## src/rtl/countdown_pkg.sv

```systemverilog
// countdown_pkg: shared state encodings and default sizing for the countdown controller
package countdown_pkg;
    localparam logic [1:0] S_IDLE  = 2'b00;
    localparam logic [1:0] S_RUN   = 2'b01;
    localparam logic [1:0] S_PAUSE = 2'b10;
    localparam logic [1:0] S_DONE  = 2'b11;
    localparam int CNT_W_DEF     = 5;
    localparam int START_VAL_DEF = 30;
    localparam int TICK_DIV_DEF  = 100000000;
endpackage

```

## src/rtl/btn_onepulse.sv

```systemverilog
// btn_onepulse: synchronises an asynchronous button level and emits one pulse per press
module btn_onepulse (
    input  logic clk,
    input  logic rst,
    input  logic btn,
    output logic pulse
);
    logic s1, s2, prev;
    // two-flop synchroniser followed by a history flop for rising-edge detection
    always_ff @(posedge clk or negedge rst) begin
        if (!rst) {s1, s2, prev} <= '0;
        else      {s1, s2, prev} <= {btn, s1, s2};
    end
    assign pulse = s2 & ~prev;
endmodule

```

## src/rtl/countdown_ctrl.sv

```systemverilog
// countdown_ctrl: button-driven control FSM for the down counter; define DONE_BLINK_EN to blink done_led in DONE
module countdown_ctrl
    import countdown_pkg::*;
#(
    parameter int TICK_DIV  = TICK_DIV_DEF,
    parameter int CNT_W     = CNT_W_DEF,
    parameter int START_VAL = START_VAL_DEF
) (
    input  logic             clk,
    input  logic             rst,
    input  logic             btn_start,
    input  logic             btn_clear,
    input  logic [CNT_W-1:0] cnt_value,
    output logic             cnt_en,
    output logic             cnt_load,
    output logic [CNT_W-1:0] load_value,
    output logic [1:0]       state,
    output logic             running,
    output logic             done_led
);
    localparam int PW = $clog2(TICK_DIV);
    localparam logic [PW-1:0] LAST = PW'(TICK_DIV - 1);
    logic          start_p, clear_p, tick, zero, led_nxt;
    logic [1:0]    state_nxt;
    logic [PW-1:0] presc, presc_inc, presc_nxt, done_cnt;

    btn_onepulse u_start (.clk(clk), .rst(rst), .btn(btn_start), .pulse(start_p));
    btn_onepulse u_clear (.clk(clk), .rst(rst), .btn(btn_clear), .pulse(clear_p));

    assign load_value = CNT_W'(START_VAL);
    assign zero       = cnt_value == '0;
    assign tick       = (state == S_RUN) && (presc == LAST);
    assign presc_inc  = (presc == LAST) ? '0 : presc + PW'(1);

`ifdef DONE_BLINK_EN
    assign done_cnt = presc_inc;
    assign led_nxt  = (state != S_DONE) | (done_led ^ (presc == LAST));
`else
    assign done_cnt = '0;
    assign led_nxt  = 1'b1;
`endif

    // clear beats every other event; expiry beats a pause request; a pause freezes the fraction
    always_comb begin
        state_nxt = clear_p                         ? S_IDLE  :
                    (state == S_IDLE  && start_p)   ? S_RUN   :
                    (state == S_RUN   && zero)      ? S_DONE  :
                    (state == S_RUN   && start_p)   ? S_PAUSE :
                    (state == S_PAUSE && start_p)   ? S_RUN   : state;
        presc_nxt = (state == S_RUN)   ? (start_p ? presc : presc_inc) :
                    (state == S_DONE)  ? done_cnt :
                    (state == S_PAUSE) ? presc : '0;
    end

    // state, prescaler and registered outputs; reset cancels any pulse in flight
    always_ff @(posedge clk or negedge rst) begin
        if (!rst) begin
            state    <= S_IDLE;
            presc    <= '0;
            cnt_en   <= 1'b0;
            cnt_load <= 1'b0;
            running  <= 1'b0;
            done_led <= 1'b0;
        end else begin
            state    <= state_nxt;
            presc    <= presc_nxt;
            cnt_en   <= tick & ~zero & ~start_p & ~clear_p;
            cnt_load <= clear_p;
            running  <= state_nxt == S_RUN;
            done_led <= (state_nxt == S_DONE) & led_nxt;
        end
    end
endmodule

```

## config.mk

```make
export PLATFORM = sky130hd
export DESIGN_NAME = countdown_ctrl
export DESIGN_NICKNAME = d
export VERILOG_FILES = /design/src/rtl/countdown_pkg.sv /design/src/rtl/btn_onepulse.sv /design/src/rtl/countdown_ctrl.sv
export SDC_FILE = /design/constraint.sdc
export NUM_CORES = 1
export LEC_CHECK = 0
export ABC_AREA = 1
export CAP_MARGIN = 10
export CORE_MARGIN = 2
export CORE_UTILIZATION = 52
export DETAILED_ROUTE_END_ITERATION = 8
export GPL_TIMING_DRIVEN = 0
export PLACE_DENSITY = 0.73
export SYNTH_ARGS = -nofsm -noshare
export SYNTH_HDL_FRONTEND = slang
export SYNTH_HIERARCHICAL = 1
export SYNTH_SLANG_ARGS = --single-unit
```

## constraint.sdc

```tcl
create_clock -name clk -period 2.05 [get_ports clk]
set_input_delay 0.205 -clock clk [delete_from_list [all_inputs] [get_ports clk]]
set_output_delay 0.205 -clock clk [all_outputs]
set_load 0.02 [all_outputs]
```

==> results.txt, run 1 <==
status: finished, final reports clean
Cell Area, Synth: 2291 sq um
largest net degree at the start of global routing: 40
LEAKAGE: 0.001192 uW
CP required: 2230 ps
post-CTS sizing: 0
clk sinks: 39
worst slew pin tran: 859.7 ps
Max Slew Vio Count: 0
fin nets: 348
CP bufs+invs: 2
worst-path maximum fanout: 10
Post-CTS Setup Bufs: 0
# rows: 24
post-synthesis register bit count: 39
area leader, netlist: dfrtp_1
clk root buf: clkbuf_8
Final GP Congestion: 0.8885
most used cell, CP: nand2_4
Post-Syn Instances: 314
routed vias/inst: 5.085
total global-route track usage: 22.29%
chip height: 70.38 um
# setup viols final: 0
Min-Delay Path Class: input port to async pin
CP max stage delay: 420 ps
GRT overflow: 0
YS warnings: 6
critical path class: flop to flop
first-pass GRT wire length: 8666 um
Worst-Skew Late Latency: 290 ps
drt total wl: 4992 um
CP delay by family, top: simple AND/OR/NAND/NOR gates
Area Growth Syn to Fin: 13.05%
cts hold-fix bufs: 0
Core Area: 4294 sq um
Net Sw Frac: 28.72%
HPWL Detailed: 3701 um
Die X: 70.38 um
startpoint types: flop
area share of the largest cell type after synthesis: 42.60%
initial drt markers: 117
drt wl/cell: 12.80 um
net switching power: 471.1 uW
Num CTS Buffers: 5
Mean Syn Cell Area: 7.296 sq um
Post-route DRC: 0
top cells by area, synth: dfrtp_1, nand2_1, nor2_1
diode count: 0
Placed Instance Area: 2502 sq um
kind of end point of the critical path: flop
Seq pwr share: 50.8%
Unique masters post-synth: 32
Int Pwr: 1169 uW
Final Util: 60.31%
htree depth: 2
I/O pin count: 20
sequential-to-total area share from yosys stat: 42.60%
fillers: 415
Max Cap Violations: 0
most numerous cell in the Yosys netlist: nand2_1
share of flip-flops with an asynchronous set or reset: 100.0%
crit-path cells: ha_1, nand2_2, nor2_8, nand2_4, nor2_4, nand2_4, nand2_4, nand2_4, clkinv_4, buf_6, nor2_1
Max VDD drop: 0.0004531 V
Max-slew headroom: 42.69%
Synth Flop Type: dfrtp_1
Period minus WS final: 1746 ps
Max Freq: 572.6 MHz
CTS Buffer Depth: 2
share of layout cells above drive strength 1: 11.54%
crit path DAT: 1930 ps
vias in the first global route: 1944
vias: 1983
antenna violations before repair: 0
unrepaired setup endpoints after global routing: false
Clk pin slew, worst setup/hold paths: 70 ps
final cell area excluding filler cells: 2590 sq um
Post-synth EDFFs: 0
most frequent cells after synthesis: nand2_1, nor2_1, dfrtp_1, inv_1, nand3_1
Combinational Power Share: 16.8%
power density cells: 633.4 nW/um^2
final-report hold violation count: 0
CTS tree: yes
die area: 4953 sq um
starting density of the core: 53.35%
Final ANT Viol Nets: 0
CP max stage cell: dfrtp_1
Setup Skew: 2.903 ps
fin crit share: 85.19%
Port-buffer cells: 14
Clock power frac: 32.4%
1st-pass router iterations: 4
## layer usage
metal / vias up / wire, um / global-route usage, %
met4: 0 / 83 / 8.974
met5: - / 0 / 0
li1: 1003 / - / -
met2: 61 / 2345 / 37.00
met1: 911 / 2285 / 27.63
met3: 8 / 277 / 5.628
## state kept, by name (all words and copies together) (netlist names)
register,count
u_start/s1,1
cnt_en,1
state,2
u_start/s2,1
u_clear/prev,1
presc,27
u_clear/s2,1
running,1
u_clear/s1,1
u_start/prev,1
done_led,1
cnt_load,1
## cell families (layout without fill, tap and decap cells)
family | count (synthesis) | after routing | share of synthesized area [%]
simple gates | 197 | 197 | 38.94
buf+inv | 47 | 68 | 9.558
flops | 39 | 39 | 42.60
compound gates | 19 | 19 | 4.588
xor+xnor | 9 | 9 | 3.441
other cells | 2 | 5 | 0.3278
fa+ha+maj | 1 | 1 | 0.5461
## worst register-to-register path, delay by kind of cell (launching register included)
| family | cells | cell delay, ps |
|---|---|---|
| and+or+nand+nor | 8 | 810 |
| DFF | 1 | 420 |
| adders and majority gates | 1 | 200 |
| buffers and inverters | 2 | 200 |
## metrics by stage
step	hold WS [ps]	setup WS (ps)	total power, uW	TNS [ps]	cells
6_report	17.34	303.6	1640	0	390
5_1_grt	97.52	175.6	1717	0	390
4_1_cts	59.66	288.2	1655	0	390
3_5_place_dp	335.7	303.7	1127	0	383
3_3_place_gp	339.4	-178.2	1121	-6844	383
2_1_floorplan	-90.59	545.5	1031	0	317
## power by group through the flow
| stage | clock (uW) | sequential [uW] | combinational (uW) |
|---|---|---|---|
| floorplan | 0 | 855 | 175 |
| global placement | 0 | 846 | 275 |
| detailed placement | 0 | 848 | 279 |
| CTS | 542 | 833 | 280 |
| global route | 569 | 838 | 311 |
| finish | 531 | 833 | 276 |
## cells in the final DEF, fill, tap and decap left out, drive strengths merged, types with 3 or more instances in the layout
cell type      count
o21ai              5
buf                9
a21oi              9
dfrtp             39
nand4              4
nand2             95
nand3             22
xnor2              3
clkdlybuf4s50     13
clkbuf             6
nor2              72
xor2               6
conb               5
inv               38
## layout make-up
type / instances / area [sq um] / share of cell area, %
Clock buffer: 6 / 82.58 / 3.188
Timing Repair Buffer: 14 / 135.1 / 5.217
Buffer: 8 / 65.06 / 2.512
Multi-Input combinational cell: 231 / 1107 / 42.75
Tap cell: 52 / 65.06 / 2.512
Clock inverter: 1 / 5.005 / 0.1932
Inverter: 39 / 153.9 / 5.942
Sequential cell: 39 / 975.9 / 37.68
## worst paths after layout
check                      startpoint          to  slack [ps]  cells past startpoint
hold / removal                    rst    presc[7]          20                      1
hold reg to reg            u_clear/s1  u_clear/s2         360                      0
setup reg to reg             presc[0]    presc[2]         300                     11
setup / recovery             presc[0]    presc[2]         300                     11
max in group asynchronous         rst   presc[22]        1490                      1
min in group clk            btn_clear  u_clear/s1         340                      1
(Power assumes the default switching activity.)
==> inputs of run 2 (changes only) <==
Settings changed: PLACE_DENSITY 0.73 to 0.8.
==> run 2 against run 1 <==
Effect of this change: sequential power is essentially flat; clock power grew 46%; setup slack gained 30 ps; core utilization grew 1.1 points; register-to-register slack gained 30 ps; largest power group unchanged; highest routed layer unchanged.
==> results.txt, run 2 (synthesis gave the netlist of run 1 again) <==
met1 usage: 29.25% (was 27.63%)
chip height: 70.38 um (unchanged)
# rows: 24 (unchanged)
Seq pwr share: 44.2% (was 50.8%)
CTS tree: yes (unchanged)
Core Area: 4294 sq um (unchanged)
routed vias/inst: 4.974 (was 5.085)
commonest non-fill, non-tap cell in the layout: nand2_1 (unchanged)
Max Cap Violations: 0 (unchanged)
share of layout cells above drive strength 1: 11.80% (was 11.54%)
Int Pwr: 1390 uW (was 1169 uW)
Final GP Congestion: 0.9795 (was 0.8885)
Top reg by flops: presc (unchanged)
Max Slew Vio Count: 0 (unchanged)
total global-route track usage: 21.48% (was 22.29%)
Post-route DRC: 0 (unchanged)
global routing usage on met2: 34.70% (was 37.00%)
R2R depth: 11 (unchanged)
Die X: 70.38 um (unchanged)
CTS Buffer Depth: 2 (unchanged)
Final ANT Viol Nets: 0 (unchanged)
most frequent cells in the layout: nand2_1, nor2_1, dfrtp_1 (unchanged)
GRT met3 Usage: 4.329% (was 5.628%)
Clock power frac: 41.2% (was 32.4%)
drt total wl: 4812 um (was 4992 um)
Area Growth Syn to Fin: 15.18% (was 13.05%)
clk root buf: clkbuf_8 (unchanged)
Max-slew headroom: 44.13% (was 42.69%)
CP required: 2240 ps (was 2230 ps)
startpoint types: flop (unchanged)
initial drt markers: 183 (was 117)
antenna violations before repair: 0 (unchanged)
Setup Skew: 5.071 ps (was 2.903 ps)
crit path DAT: 1900 ps (was 1930 ps)
status: finished, final reports clean (unchanged)
Port-buffer cells: 14 (unchanged)
starting density of the core: 53.35% (unchanged)
placed cell count: 383 (unchanged)
fin nets: 348 (unchanged)
final-report hold violation count: 0 (unchanged)
Min-Delay Path Class: input port to async pin (unchanged)
Period minus WS final: 1716 ps (was 1746 ps)
vias in the first global route: 1820 (was 1944)
net switching power: 492.3 uW (was 471.1 uW)
fin crit share: 83.72% (was 85.19%)
unrepaired setup endpoints after global routing: false (unchanged)
GRT overflow: 0 (unchanged)
FF-to-FF setup slack: 330 ps (was 300 ps)
setup_tns: 0 ps (unchanged)
largest registers: presc: 27 flops, state: 2 flops (unchanged)
Most Crowded Layer GR: met2 (unchanged)
cts hold-fix bufs: 0 (unchanged)
Worst-Skew Late Latency: 300 ps (was 290 ps)
I/O pin count: 20 (unchanged)
Combinational Power Share: 14.6% (was 16.8%)
final non-filler cell total: 391 (was 390)
drt wl/cell: 12.31 um (was 12.80 um)
Post-CTS Setup Bufs: 0 (unchanged)
first-pass GRT wire length: 8342 um (was 8666 um)
Largest register FFs: 27 (unchanged)
critical path class: flop to flop (unchanged)
1st-pass router iterations: 5 (was 4)
Max VDD drop: 0.0005374 V (was 0.0004531 V)
worst-path maximum fanout: 10 (unchanged)
diode count: 0 (unchanged)
Clk pin slew, worst setup/hold paths: 80 ps (was 70 ps)
largest net degree at the start of global routing: 40 (unchanged)
Max Freq: 582.7 MHz (was 572.6 MHz)
post-CTS sizing: 0 (unchanged)
worst slew pin tran: 838.1 ps (was 859.7 ps)
clk sinks: 39 (unchanged)
# setup viols final: 0 (unchanged)
htree depth: 2 (unchanged)
power density cells: 713.5 nW/um^2 (was 633.4 nW/um^2)
die area: 4953 sq um (unchanged)
LEAKAGE: 0.001209 uW (was 0.001192 uW)
vias: 1945 (was 1983)
kind of end point of the critical path: flop (unchanged)
HPWL Detailed: 3625 um (was 3701 um)
Net Sw Frac: 26.15% (was 28.72%)
Num CTS Buffers: 5 (unchanged)
run 2: path summary, 6_finish.rpt:
path,startpoint,endpoint
min,rst,presc[9]
max in group asynchronous,rst,presc[15]
min reg2reg,u_start/s1,u_start/s2
max reg2reg,presc[0],presc[5]
min in group clk,btn_start,u_start/s1
max,presc[0],presc[5]
run 2: critical path, cell delays in order (launching register included):
cell and delay, ps:
dfrtp_1 410, ha_1 200, nand2_2 100, nor2_8 150
nand2_4 90, nor2_4 150, nand2_4 100, nand2_4 70
nand2_4 70, clkinv_4 60, buf_6 140, nor2_1 50
run 2: routing by layer:
metal | part of all wire (%) | routed length, um
met2 | 48 | 2307
met4 | 1.2 | 58
met3 | 4.7 | 228
met5 | 0 | 0
met1 | 46 | 2218
run 2: power groups by stage:
stage	sequential, uW	clock [uW]	combinational [uW]
floorplan	855	0	175
global placement	846	0	276
detailed placement	847	0	276
CTS	831	788	278
global route	836	818	307
finish	832	776	275
run 2: through the flow:
step	hold WS [ps]	total power (uW)	utilization [%]	worst slack, ps	instance area (sq um)
floorplan	-90.59	1031	-	545.5	2302
global placement	336.1	1121	58.39	-188.0	2507
detailed placement	340.2	1123	58.28	347.0	2502
CTS	48.75	1897	61.45	336.1	2639
global route	93.27	1961	61.45	192.2	2639
finish	2.495	1883	61.45	333.8	2639
run 2: final cells by class:
| class | count | area (sq um) |
|---|---|---|
| plain buffers | 8 | 65.06 |
| clock buffers | 5 | 68.82 |
| clock inverters | 3 | 67.56 |
| fillers | 375 | 1655 |
| inverters | 39 | 153.9 |
| multi-input cells | 231 | 1107 |
| flip-flops and latches | 39 | 975.9 |
| well taps | 52 | 65.06 |
| repair buffers | 14 | 135.1 |
==> inputs of run 3 (changes only) <==
Clock period 2.05 ns to 1.76 ns, I/O delays scaled along.
==> run 3 against run 2 <==
Effect of this change: the run now ends with hold timing left; critical endpoint unchanged; critical path depth stayed put; largest power group unchanged; setup slack got worse by 260 ps; sequential share of layout area is 0.62 points lower.
==> results.txt, run 3 (synthesis gave the netlist of run 1 again) <==
Max Freq: 593.8 MHz (was 582.7 MHz)
GRT overflow: 0 (unchanged)
kind of end point of the critical path: flop (unchanged)
antenna violations before repair: 0 (unchanged)
Final GP Congestion: 0.9795 (unchanged)
Min Hold Slack: -21.24 ps (was 2.495 ps)
R2R depth: 11 (unchanged)
Clk pin slew, worst setup/hold paths: 80 ps (about the same)
I/O pin count: 20 (unchanged)
highest routed layer: met4 (unchanged)
CTS Buffer Depth: 2 (unchanged)
Max Cap Violations: 0 (unchanged)
Post-route DRC: 0 (unchanged)
initial drt markers: 181 (was 183)
status: finished, violations left (was finished, final reports clean)
drt wl/cell: 12.52 um (was 12.31 um)
Clock power frac: 40.7% (was 41.2%)
Final Util: 62.50% (was 61.45%)
cts hold-fix bufs: 0 (unchanged)
sequential cell area: 975.9 sq um (unchanged)
Combinational Power Share: 15.8% (was 14.6%)
vias: 2004 (was 1945)
FF-to-FF setup slack: 80 ps (was 330 ps)
Seq pwr share: 43.5% (was 44.2%)
most frequent cells in the layout: nand2_1, nor2_1, dfrtp_1 (unchanged)
Port-buffer cells: 14 (unchanged)
LEAKAGE: 0.001230 uW (was 0.001209 uW)
# setup viols final: 0 (unchanged)
commonest non-fill, non-tap cell in the layout: nand2_1 (unchanged)
Net Sw Frac: 26.15% (about the same)
chip height: 70.38 um (unchanged)
final-report hold violation count: 39 (was 0)
vias in the first global route: 1820 (unchanged)
Die X: 70.38 um (unchanged)
final cell area excluding filler cells: 2684 sq um (was 2639 sq um)
clk root buf: clkbuf_8 (unchanged)
clk sinks: 39 (unchanged)
Top reg by flops: presc (unchanged)
die area: 4953 sq um (unchanged)
Placed Instance Area: 2502 sq um (unchanged)
reg-to-reg critical path endpoint: presc[5] (unchanged)
worst slew pin tran: 845.5 ps (was 838.1 ps)
htree depth: 2 (unchanged)
Area Growth Syn to Fin: 17.15% (was 15.18%)
share of layout cells above drive strength 1: 13.95% (was 11.80%)
CP required: 1950 ps (was 2240 ps)
placed cell count: 383 (unchanged)
first-pass GRT wire length: 8342 um (unchanged)
# rows: 24 (unchanged)
Int Pwr: 1636 uW (was 1390 uW)
total global-route track usage: 21.48% (unchanged)
area of the multi-input gates: 1115 sq um (was 1107 sq um)
crit path DAT: 1870 ps (was 1900 ps)
largest registers: presc: 27 flops, state: 2 flops (unchanged)
Final ANT Viol Nets: 0 (unchanged)
Worst-Skew Late Latency: 300 ps (about the same)
Min-Delay Path Class: input port to async pin (unchanged)
Max VDD drop: 0.0006177 V (was 0.0005374 V)
1st-pass router iterations: 4 (was 5)
Core Area: 4294 sq um (unchanged)
Period minus WS final: 1684 ps (was 1716 ps)
CTS tree: yes (unchanged)
metal2 WL: 2379 um (was 2307 um)
routed vias/inst: 5.061 (was 4.974)
worst-path maximum fanout: 10 (unchanged)
Largest register FFs: 27 (unchanged)
power density cells: 825.3 nW/um^2 (was 713.5 nW/um^2)
critical path class: flop to flop (unchanged)
fin nets: 353 (was 348)
net switching power: 579.2 uW (was 492.3 uW)
failing checks: hold timing
startpoint types: flop (unchanged)
starting density of the core: 53.35% (unchanged)
Max-slew headroom: 43.63% (was 44.13%)
met3 wire len: 272 um (was 228 um)
Reg-to-Reg Start: presc[1] (was presc[0])
Num CTS Buffers: 5 (unchanged)
final non-filler cell total: 396 (was 391)
drt total wl: 4956 um (was 4812 um)
fillers: 368 (was 375)
diode count: 0 (unchanged)
fin crit share: 95.68% (was 83.72%)
Setup Skew: 3.192 ps (was 5.071 ps)
largest net degree at the start of global routing: 40 (unchanged)
Max Slew Vio Count: 0 (unchanged)
DRT met1 WL: 2244 um (was 2218 um)
HPWL Detailed: 3625 um (unchanged)
## run 3: changes by cell type in the layout (fill, tap and decap cells not counted), sizes merged
cell  previous run  this run
buf              9        14
## run 3: area by class of cell
type | instances | area share, %
buffer | 8 | 2.424
multi-input combinational | 231 | 41.54
tap | 52 | 2.424
inverter | 39 | 5.734
timing repair buffer | 19 | 6.434
clock inverter | 3 | 2.517
clock buffer | 5 | 2.564
sequential | 39 | 36.36
## run 3: through the flow
step | total power, uW | hold slack (ps) | setup WS (ps) | setup TNS, ps
CTS | 2210 | 19.75 | 46.09 | 0
global placement | 1306 | 336.1 | -449.0 | -17430
detailed placement | 1308 | 340.2 | 56.96 | 0
floorplan | 1200 | -119.6 | 255.5 | 0
global route | 2311 | 64.27 | -32.67 | -151.4
finish | 2215 | -21.24 | 75.96 | 0
## run 3: worst max path at each step
stage                     depth (start not counted)     start         to
after floorplan                                  11  presc[0]  presc[10]
after global placement                            1       rst  presc[20]
after detailed placement                         11  presc[0]   presc[7]
after CTS                                        11  presc[0]   presc[5]
after global routing                             11  presc[1]   presc[5]
final                                            11  presc[1]   presc[5]
## run 3: power by group through the flow
stage	logic (uW)	clock network, uW	registers [uW]
after floorplan	204	0	996
after global placement	321	0	985
after detailed placement	322	0	986
after CTS	324	918	968
after global routing	390	953	968
final	351	900	964
## run 3: what timing repair did
action / CTS / global route
buffers inserted: 0 / 5
resized for setup: 0 / 3
endpoints found under the setup margin: 0 / 12
## run 3: critical path, stage by stage, from the launching register on
cell and delay, ps:
dfrtp_1 400, ha_2 210, nand2_2 100, nor2_8 170
nand2_4 90, nor2_4 130, nand2_4 90, nand2_4 70
nand2_4 70, clkinv_4 60, buf_6 140, nor2_1 50
## run 3: per-layer routing
layer	track usage, %	vias up
li1	-	1019
met1	29.25	920
met2	34.70	57
met3	4.329	8
met4	6.197	0
met5	0	-
==> edit 1 (config.mk and constraints of run 3) <==
Reset style: synchronous (`rst`), changed in 2 clocked blocks. Comments in the files are not updated.
--- a/src/rtl/btn_onepulse.sv
+++ b/src/rtl/btn_onepulse.sv
@@ -7,7 +7,7 @@
 );
     logic s1, s2, prev;
     // two-flop synchroniser followed by a history flop for rising-edge detection
-    always_ff @(posedge clk or negedge rst) begin
+    always_ff @(posedge clk) begin
         if (!rst) {s1, s2, prev} <= '0;
         else      {s1, s2, prev} <= {btn, s1, s2};
     end
--- a/src/rtl/countdown_ctrl.sv
+++ b/src/rtl/countdown_ctrl.sv
@@ -53,7 +53,7 @@
     end
 
     // state, prescaler and registered outputs; reset cancels any pulse in flight
-    always_ff @(posedge clk or negedge rst) begin
+    always_ff @(posedge clk) begin
         if (!rst) begin
             state    <= S_IDLE;
             presc    <= '0;
Formal check against the unedited RTL: differs if rst is asserted again (counterexample within 4 cycles, from zero or initial values and one cycle with rst low); with rst held inactive, the same outputs for 10 cycles.
==> edit 1 against run 3 <==
Critical endpoint is now presc[9]$_SDFFE_PN0P_; synthesized area fell by 2.0%; cell area fell by 4.8%; critical path depth did not move; worst setup slack improved by 77 ps; clock skew barely moved; first-iteration DRC count fell by 46%; wire length fell by 0.50%; utilization rose by 0.054 points; non-clock buffer count fell by 2; sequential cell count did not move.
Power is not compared: it rests on default switching activity, and its combinational part moved more than twofold at a synthesized area within 25%.
==> edit 1: results (changes against run 3) <==
[run_status]
status=complete, no violations

[worst_hold_path]
hold_start=u_start/s1$_SDFF_PN0_
hold_path.class=flip-flop to flip-flop

[clock_network]
numCtsBuffers=5  ; unchanged
root_buffer=clkbuf_8
clockBufferDepth=2  ; unchanged
clk_latency_ps=290
htreeDepth=2  ; unchanged
clkTransAtPathRegs_ps=70

[place]
gp_congestion=0.958  ; -2.2%
hpwl_mm=3.82  ; +5.2%
postPlaceCellArea_um2=2460  ; -1.7%
dp.cells=414  ; +8.1%
port_buffers=14  ; unchanged

[finish]
n_fill_cell=390  ; +6.0%
final_cell_count_no_fill=421  ; +6.3%
antenna_cells=0  ; unchanged
nNetsFinal=381  ; +7.9%
drive_gt1_frac=0.135  ; -0.00476
reg_top3=presc x27, state x2
final_common_cell=nand2_1

[routing]
ant_nets=0  ; unchanged
routed-wl-met2_mm=2.38  ; about the same
wl_met1_mm=2.26  ; +0.58%
routed-wl-met3_um=188  ; -31%
drt_pass1_iterations=4  ; unchanged
first_iter_violations=98  ; -46%
viasPerCell=4.98  ; -1.5%
routed.top_layer=met4
wl_per_cell_um=11.7  ; -6.4%

[synthesis]
synth.distinct_cells=30  ; -6.3%
synth_top_flop_cell=dfxtp_1
netlist_top_cells_count=88 x nand2_1, 53 x nor2_1, 44 x inv_1, 39 x dfxtp_1, 32 x nand3_1
ys_seq_area_frac=0.348  ; -0.0784
synth-xor-area-share=0.0312  ; -0.00321
avgSynthCellArea_um2=6.47  ; -11%
synth-adder-area-share=0.00557  ; +0.000110
synthTopCellsByArea=dfxtp_1 35%, nand2_1 15%, nor2_1 8.9%
async_reset_ff_frac=0  ; -1.00
muxShareOfSynthArea=0  ; unchanged
ys_warn_count=6  ; unchanged
synth-compound-area-share=0.0680  ; +0.0221

[global_route]
grt_use_total=0.222  ; +0.00741
antenna_found_initial=0  ; unchanged
grt_pass1_wl_mm=8.63  ; +3.4%
grt_pass1_vias=1960  ; +7.7%
grt_max_degree=14  ; -65%

[worst_setup_path]
critPathArrivalTime_ps=1800  ; -70 ps
cp_max_fo=10  ; unchanged
ff2ff_setup_slack_ps=150  ; +80 ps
startpoint=presc[1]$_SDFFE_PN0P_

[pwr]
irDropWorstVdd_uv=543
p_leak_nw=0.992

[sta]
tightest_slew_ps=545  ; -300 ps
skew_ps=3.42  ; +0.233 ps
holdWs_ps=410  ; +432 ps

## edit 1: cell count changes in the layout (fill, tap and decap cells not counted), moves of 6 or more
| cell | run 3 | this run |
|---|---|---|
| dfrtp_1 | 39 | 0 |
| dfxtp_1 | 0 | 38 |
| nand3_1 | 22 | 31 |
| inv_1 | 35 | 43 |
| nor2_1 | 59 | 53 |
| nor2_2 | 9 | 15 |
## edit 1: critical path: stages, from the launching register on
cell and delay [ps]:
dfxtp_1 360, ha_2 210, nand3_2 110, inv_2 100
nand2_4 100, nor2_4 120, nand2_2 90, nand2_2 70
nand2_2 60, nand2_4 90, buf_12 150, nor2_2 40
## edit 1: final timing paths
kind,end,cells past startpoint
max,presc[9]$_SDFFE_PN0P_,11
min reg2reg,u_start/s2$_SDFF_PN0_,2
max reg2reg,presc[9]$_SDFFE_PN0P_,11
min,u_start/s2$_SDFF_PN0_,2
## edit 1: power breakdown
| group | leakage (nW) | internal, mW | switching [mW] |
|---|---|---|---|
| combinational | 0.629 | 0.0475 | 0.0636 |
| clock | 0.0470 | 0.307 | 0.309 |
| sequential | 0.316 | 0.892 | 0.00464 |
| total | 0.992 | 1.25 | 0.377 |
## edit 1: cell families after synthesis
logic type,Yosys count
AND/OR/NAND/NOR,213
buffers and inverters,56
XOR/XNOR,8
AO/OA/AOI/OAI,28
flip-flops,39
other,2
adder cells (fa/ha/maj),1
## edit 1: stage by stage
step,setup WS [ps],util
detailed placement,-103,0.602
CTS,102,0.623
finish,153,0.626
global route,-14.0,0.626
global placement,-48.6,0.602
floorplan,262,-
## edit 1: repair_timing
action | in CTS | in global routing
resized for setup | 0 | 4
setup buffers | 0 | 0
setup endpoints to repair | 0 | 22
## edit 1: metal layers
layer,up-vias,track usage
met1,922,0.271
met3,10,0.0436
met5,-,0
li1,1118,-
met2,48,0.381
met4,0,0.0940
## edit 1: area by class of cell
class	instances	area, um2	share of cell area
multi-input cells	255	1230	0.482
flip-flops and latches	39	782	0.306
inverters	45	169	0.0661
repair buffers	14	140	0.0548
plain buffers	11	83.8	0.0328
clock buffers	6	82.6	0.0323
well taps	50	62.6	0.0245
clock inverters	1	5.00	0.00196
==> edit 2 (flow settings as in run 3) <==
Without the edit above. The option `DONE_BLINK_EN` is turned on by a define.
--- a/src/rtl/countdown_ctrl.sv
+++ b/src/rtl/countdown_ctrl.sv
@@ -1,4 +1,6 @@
 // countdown_ctrl: button-driven control FSM for the down counter; define DONE_BLINK_EN to blink done_led in DONE
+`define DONE_BLINK_EN
+
 module countdown_ctrl
     import countdown_pkg::*;
 #(
Check against the original RTL: same outputs for any inputs over 10 cycles, from zero or initial values and one cycle with rst low; that may be too few to reach the edited logic, so the function may still have changed.
==> edit 2 against run 3 <==
The flow still finishes with violations (hold timing); clock skew rose by 1.4 ps; clock power fell by 16%; worst setup slack barely moved; wire length rose by 1.2%; synthesized area rose by 3.5%; sequential cell count did not move; total power fell by 7.3%; cell area rose by 1.1%; critical path type is now flip-flop to output port; largest power group unchanged.
==> edit 2: results (changes against run 3) <==
[worst_setup_path]
cpMaxStageDelayCell=clkdlybuf4s50_1
slowest_delay_ps=670  ; +270 ps
path_delay_family=buffers and inverters
reg2reg_from=presc[1]$_DFFE_PN0P_
startpoint=state[0]$_DFF_PN0_
critPathArrivalTime_ps=1510  ; -360 ps

[synthesis]
ys_warn_count=6  ; unchanged
synth-adder-area-share=0.00528  ; -0.000184
async_reset_ff_frac=1.00  ; unchanged
synth-xor-area-share=0.0222  ; -0.0122
synth-compound-area-share=0.0306  ; -0.0153
netlist_top_cells_count=76 x nand2_1, 46 x nor2_1, 45 x inv_1, 39 x dfrtp_1, 24 x nand3_1
muxShareOfSynthArea=0  ; unchanged
ys_seq_area_frac=0.412  ; -0.0144
synth.distinct_cells=29  ; -9.4%
synthTopCellsByArea=dfrtp_1 41%, nand2_1 12%, nor2_1 7.3%

[run_status]
violations=hold timing
status=finished with violations

[sta]
holdWs_ps=-15.6  ; +5.63 ps
drv_slew=0  ; unchanged
tightest_slew_ps=863  ; +17.0 ps
timing_hold_violations_final=39  ; unchanged

[routing]
wl_per_cell_um=12.8  ; +2.2%
viasPerCell=5.19  ; +2.5%
first_iter_violations=183  ; +1.1%

[place]
port_buffers=14  ; unchanged
gp_congestion=0.924  ; -5.7%
hpwl_mm=3.66  ; +1.0%
post-place-ws_ps=93.0  ; +36.1 ps

[clock_network]
root_buffer=clkbuf_8
clockBufferDepth=2  ; unchanged

[finish]
drive_gt1_frac=0.159  ; +0.0193
nNetsFinal=349  ; -1.1%

[pwr]
switching_power_mw=0.570  ; -1.6%
p_leak_nw=1.28  ; +3.9%
irDropWorstVdd_uv=438  ; -29%

[global_route]
grt_pass1_vias=1997  ; +9.7%
grt_use_total=0.222  ; +0.00725

==> edit 2: changes by cell type in the layout (fill, tap and decap cells not counted), sizes merged, moves of 2 or more <==
cell and change:
nor2 -5, nand3 +6, buf -4, nand2 -14, nor3 +7, a21oi -3, xor2 -2, nand4 +7
inv +9, o21ai +2
==> edit 2: logic make-up (layout without fill, tap and decap cells) <==
group,after synthesis,count (layout)
and+or+nand+nor,197,197
adders and majority gates,1,1
AOI/OAI and AO/OA,14,14
other,2,5
buffers and inverters,55,78
DFF,39,39
xor gates and xnor gates,6,6
==> edit 2: path summary, 6_finish.rpt <==
kind,endpoint,slack (ps),cells past startpoint
min in group clk,u_clear/s1$_DFF_PN0_,310,1
worst min register to register,u_start/s2$_DFF_PN0_,350,0
worst max-delay path,state[0],80,1
max in group asynchronous,presc[8]$_DFFE_PN0P_,1240,1
worst min-delay path,presc[4]$_DFFE_PN0P_,-20,1
worst max register to register,presc[9]$_DFFE_PN0P_,100,11
==> edit 2: per-layer routing <==
metal / GRT usage / wire length [um] / up-vias
met3: 0.0464 / 336 / 12
met2: 0.353 / 2340 / 67
met5: 0 / 0 / -
li1: - / - / 1018
met4: 0.0860 / 125 / 0
met1: 0.299 / 2220 / 936
==> edit 2: per-stage QoR <==
| stage | TNS, ps | power (mW) | instances |
|---|---|---|---|
| after floorplan | 0 | 1.19 | 317 |
| after global placement | -16310 | 1.29 | 383 |
| after detailed placement | 0 | 1.30 | 383 |
| after CTS | 0 | 2.05 | 391 |
| after global routing | -1.52 | 2.15 | 392 |
| final | 0 | 2.05 | 392 |
==> edit 2: what timing repair did <==
| item | 4_1_cts | 5_1_grt |
|---|---|---|
| buffers inserted | 0 | 1 |
| setup endpoints to repair | 0 | 12 |
| resized for setup | 0 | 4 |
==> edit 2: final cells by class <==
class	count	area, um2
Timing Repair Buffer	15	143
Sequential cell	39	976
Multi-Input combinational cell	223	1150
Tap cell	52	65.1
Clock buffer	5	68.8
Inverter	47	179
Clock inverter	3	43.8
Fill cell	407	1670
Buffer	8	83.8
==> edit 2: power by group through the flow <==
stage | clock, mW | sequential (mW) | combinational, mW
CTS | 0.768 | 0.957 | 0.326
detailed placement | 0 | 0.974 | 0.325
global placement | 0 | 0.973 | 0.319
global route | 0.813 | 0.962 | 0.371
finish | 0.757 | 0.957 | 0.339
floorplan | 0 | 0.985 | 0.206
